**src/rtl/pc_sequencer.sv**
```systemverilog
// Program counter and fetch sequencer: chooses the next fetch address and
// generates flush and halt control for the IF/ID stages.
module pc_sequencer #(
    parameter logic [31:0] RESET_VECTOR = 32'h0000_0000,
    parameter int          FLUSH_CYCLES = 2
) (
    input  logic        clock,
    input  logic        reset,
    input  logic        stall,
    input  logic        imem_ready,
    input  logic [31:0] ex_pc,
    input  logic        br_taken,
    input  logic [31:0] br_target,
    input  logic        jump,
    input  logic [26:0] jump_field,
    input  logic        jr,
    input  logic [31:0] jr_target,
    input  logic        halt,
    output logic [31:0] pc,
    output logic        fetch_valid,
    output logic        flush,
    output logic [31:0] link_addr,
    output logic        halted,
    output logic [1:0]  state
);

    typedef enum logic [1:0] {
        ST_BOOT     = 2'd0,
        ST_FETCH    = 2'd1,
        ST_REDIRECT = 2'd2,
        ST_HALT     = 2'd3
    } state_t;

    localparam logic [3:0] FLUSH_LOAD = 4'(FLUSH_CYCLES);

    state_t      state_reg;
    state_t      state_next;
    logic [31:0] pc_reg;
    logic [31:0] pc_next;
    logic [3:0]  flush_cnt_reg;
    logic [3:0]  flush_cnt_next;

    logic        redirect_req;
    logic [31:0] redirect_target;
    logic [31:0] jump_target;
    logic        pc_advance;

    assign jump_target = {ex_pc[31:27], jump_field};
    assign redirect_req = jr | jump | br_taken;
    assign pc_advance = ~stall & imem_ready;

    // jr has priority over jump, which has priority over a taken branch.
    always_comb begin
        redirect_target = br_target;
        if (jr) begin
            redirect_target = jr_target;
        end else if (jump) begin
            redirect_target = jump_target;
        end
    end

    always_comb begin
        state_next     = state_reg;
        pc_next        = pc_reg;
        flush_cnt_next = flush_cnt_reg;
        case (state_reg)
            ST_BOOT: begin
                state_next = ST_FETCH;
            end
            ST_FETCH: begin
                // A redirect overrides stall and imem backpressure.
                if (halt) begin
                    state_next = ST_HALT;
                end else if (redirect_req) begin
                    state_next     = ST_REDIRECT;
                    pc_next        = redirect_target;
                    flush_cnt_next = FLUSH_LOAD;
                end else if (pc_advance) begin
                    pc_next = pc_reg + 32'd1;
                end
            end
            ST_REDIRECT: begin
                // EX holds a bubble here, so redirect and halt inputs are ignored.
                if (flush_cnt_reg <= 4'd1) begin
                    state_next     = ST_FETCH;
                    flush_cnt_next = 4'd0;
                end else begin
                    flush_cnt_next = flush_cnt_reg - 4'd1;
                end
            end
            ST_HALT: begin
                state_next = ST_HALT;
            end
            default: begin
                state_next = ST_BOOT;
            end
        endcase
    end

    always_ff @(posedge clock) begin
        if (!reset) begin
            state_reg     <= ST_BOOT;
            pc_reg        <= RESET_VECTOR;
            flush_cnt_reg <= 4'd0;
        end else begin
            state_reg     <= state_next;
            pc_reg        <= pc_next;
            flush_cnt_reg <= flush_cnt_next;
        end
    end

    assign pc          = pc_reg;
    assign state       = state_reg;
    assign fetch_valid = (state_reg == ST_FETCH);
    assign flush       = (state_reg == ST_REDIRECT);
    assign halted      = (state_reg == ST_HALT);
    assign link_addr   = ex_pc + 32'd1;

endmodule

```
**config.mk**
```make
export PLATFORM = sky130hd
export DESIGN_NAME = pc_sequencer
export DESIGN_NICKNAME = d
export VERILOG_FILES = /design/src/rtl/pc_sequencer.sv
export SDC_FILE = /design/constraint.sdc
export NUM_CORES = 1
export LEC_CHECK = 0
export ABC_AREA = 0
export CAP_MARGIN = 25
export CORE_MARGIN = 10
export CORE_UTILIZATION = 34
export DETAILED_ROUTE_END_ITERATION = 12
export GPL_TIMING_DRIVEN = 0
export PLACE_DENSITY_LB_ADDON = 0.05
export RECOVER_POWER = 25
export SYNTH_ARGS = -nofsm -noshare
export SYNTH_HDL_FRONTEND = slang
export SYNTH_SLANG_ARGS = --single-unit
```
**constraint.sdc**
```tcl
create_clock -name clock -period 5.35 [get_ports clock]
set_input_delay 0.8025 -clock clock [delete_from_list [all_inputs] [get_ports clock]]
set_output_delay 0.8025 -clock clock [all_outputs]
set_load 0.01 [all_outputs]
```
==> results of run 1 <==
synthesized netlist by cell type (9+ instances only):
cell,instances
nand4_1,15
a31oi_1,10
o21ai_0,44
dfxtp_1,38
nor2_1,41
o22ai_1,10
inv_1,18
nor3_1,25
and3_1,10
a22oi_1,23
nand3_1,30
clkbuf_1,26
nor4_1,9
xnor2_1,19
nand2_1,57
a21oi_1,37
nor2b_1,9
xor2_1,11
logic make-up after synthesis:
| group | Yosys count | share of synthesized area [%] |
|---|---|---|
| AO/OA/AOI/OAI | 157 | 27.9 |
| AND/OR/NAND/NOR | 226 | 33.0 |
| XOR/XNOR | 30 | 7.50 |
| buffers and inverters | 53 | 6.14 |
| multiplexers | 8 | 2.36 |
| adder cells (fa/ha/maj) | 4 | 1.43 |
| flip-flops | 38 | 21.7 |
per-stage QoR:
| stage | worst slack (ps) | area (µm²) | power [mW] |
|---|---|---|---|
| global route | 944 | 5770 | 0.954 |
| global placement | 1280 | 5650 | 0.655 |
| CTS | 1180 | 5760 | 0.916 |
| detailed placement | 1170 | 5650 | 0.659 |
| finish | 1160 | 5770 | 0.915 |
| floorplan | 2550 | 3500 | 0.446 |
worst reg2reg max path, delay by kind of cell (launching register included):
family                 cells  cell delay, ps
AO/OA/AOI/OAI              3             870
buffers and inverters      1             310
flip-flops                 1             420
AND/OR/NAND/NOR            1             750
final cells by class:
type	count	area (µm²)	area share [%]
multi-input combinational	425	2530	43.8
antenna	1	2.50	0.0434
timing repair buffer	198	1980	34.4
tap	133	166	2.89
clock inverter	1	30.0	0.521
buffer	35	148	2.56
inverter	18	67.6	1.17
clock buffer	6	82.6	1.43
sequential	38	761	13.2
report_power, final:
part	internal (mW)	switching, mW	leakage (nW)	total (mW)
Combinational	0.180	0.151	1.74	0.331
Sequential	0.298	0.0228	0.310	0.321
Clock	0.149	0.114	0.0573	0.263
Total	0.628	0.287	2.11	0.915
metal layers:
metal  up-vias  share of wire, %  GRT usage, %
met2       275                46          37.3
met1      2230                41          27.7
met5         -                 0             0
met4         0               1.8          6.48
met3        24                12          8.79
li1       2340                 -             -
worst paths after layout:
path                                 start                             to  slack [ps]  cells past startpoint
max                              ex_pc[14]                  link_addr[31]        1160                      7
min          flush_cnt_reg[3]$_SDFFE_PN0P_  flush_cnt_reg[3]$_SDFFE_PN0P_         490                      1
max reg2reg          state[0]$_SDFFE_PN0P_            pc[17]$_SDFFE_PN0P_        2870                      5
min reg2reg  flush_cnt_reg[3]$_SDFFE_PN0P_  flush_cnt_reg[3]$_SDFFE_PN0P_         490                      1
==> impl_metrics.csv, run 1 <==
group,metric,value,unit
pwr,peakVddDrop,0.0964,mV
timing,finalClockSkew,10.3,ps
outcome,status,"finished, final reports clean",
clock_tree,cts_setup_buffers,0,
global_route,grt_usage,23.0,%
setup_path,cpMaxStageDelayCell,"clkdlybuf4s50_1",
logic_synthesis,ys_seq_area_share,21.7,%
clock_tree,insertion_delay,300,ps
setup_path,path_buf_inv,2,
hold_path,min_path_type,"reg -> reg",
clock_tree,clock_sinks,38,
final_layout,layout_common_cells,"172 x clkdlybuf4s50_1, 57 x nand2_1, 44 x o21ai_0",
clock_tree,cts-buffers-inserted,5,
final_layout,utilization,58.2,%
global_route,grt_overflow_total,0,
logic_synthesis,syn_inst,516,
clock_tree,cts.htree.levels,2,
logic_synthesis,synth_top_area_share,21.7,%
logic_synthesis,yosysTopAreaCell,"dfxtp_1",
routing,wl_per_cell,20.8,µm
placement,globalplace.congestion,0.947,
setup_path,path_delay_family,"simple AND/OR/NAND/NOR gates",
setup_path,critPathLaunchType,"primary input",
timing,rsz0062_at_grt,"no",
timing,hold_slack,489,ps
logic_synthesis,synth_warnings,0,
clock_tree,tritoncts,"done",
clock_tree,cts_resized,0,
global_route,grt_first_pass_wirelength,27200,µm
routing,vias_per_cell,5.69,
logic_synthesis,syn_nets,651,
logic_synthesis,netlist_area,3500,µm²
die,ioPinCount,200,
clock_tree,cts_max_path_buffers,2,
timing,finalHoldViolations,0,
die,rows,36,
clock_tree,cts-hold-fix-buffers,0,
global_route,grt_pass1_vias,4885,
placement,dp_hpwl,14500,µm
die,coreArea,9910,µm²
timing,setup_viol,0,
final_layout,final_cells,855,
global_route,grt_max_degree,12,
routing,first_iter_violations,456,
final_layout,largest_register_ffs,32,
routing,num_vias,4869,
timing,finalCriticalPeriod,4190,ps
final_layout,fill_cells,996,
timing,drv_slew,0,
timing,setup_tns,0,ps
run,cap_violations,0,
setup_path,worstPathArrival,3380,ps
logic_synthesis,yosysUniqueCellTypes,55,
routing,drc,0,
timing,min_period_over_period,78.3,%
logic_synthesis,ys_async_sr_fraction,0,%
routing,routed_wl,17800,µm
setup_path,endpoint_kind,"output pin",
global_route,antenna_found_initial,1,
setup_path,crit_path_max_incr_delay,570,ps
logic_synthesis,post_synth.cell_area_avg,6.79,µm²
pwr,leakage,2.11,nW
final_layout,syn_to_final_growth,64.6,%
die,dieArea,14800,µm²
die,start_util,35.4,%
timing,fmax,239,MHz
logic_synthesis,synth-seq-cells,38,
clock_tree,clk_pin_slew,80,ps
die,die_w,122,µm
setup_path,critical_path.cell_chain,"clkdlybuf4s50_1 -> nand4_1 -> nor4_1 -> nand4_1 -> nor3_1 -> xor2_1 -> clkdlybuf4s50_1",
routing,postRouteAntennaNets,0,
logic_synthesis,synthTopCellsByArea,"dfxtp_1 22%, o21ai_0 6.3%, nand2_1 6.1%",
final_layout,nNetsFinal,856,
setup_path,path_class,"in -> out",
clock_tree,cts_root_buffer,"clkbuf_8",
logic_synthesis,synth_edf_count,0,
die,die_h,122,µm
pwr,powerDensity,159,nW/µm²
placement,port_buffers,198,
logic_synthesis,synth_flop_cell,"dfxtp_1",
final_layout,layout_commonest_cell,"clkdlybuf4s50_1",
setup_path,crit_fanout,5,
routing,firstDrtPassIters,5,
setup_path,cp_data_required_time,4550,ps
placement,dp_cells,847,
timing,worstMarginPinSlew,1060,ps
final_layout,layout-drive-gt1-share,3.88,%
timing,slew_headroom,29.0,%
No activity file was read; power rests on OpenSTA's default activity.
==> inputs of run 2 (changes only) <==
==> constraint.sdc (replaced) <==
create_clock -name clock -period 4.2 [get_ports clock]
set_input_delay 0.63 -clock clock [delete_from_list [all_inputs] [get_ports clock]]
set_output_delay 0.63 -clock clock [all_outputs]
set_load 0.01 [all_outputs]
==> results of run 2 <==
Same layout as run 1 (identical final DEF). Status: finished, final reports clean.
Among the figures that moved: setup slack after placement 1170 ps -> 366 ps; setup slack after layout 1160 ps -> 358 ps; register-to-register setup slack 2870 ps -> 1720 ps; total power 0.915 mW -> 1.17 mW; worst IR drop on VDD 0.0964 mV -> 0.123 mV
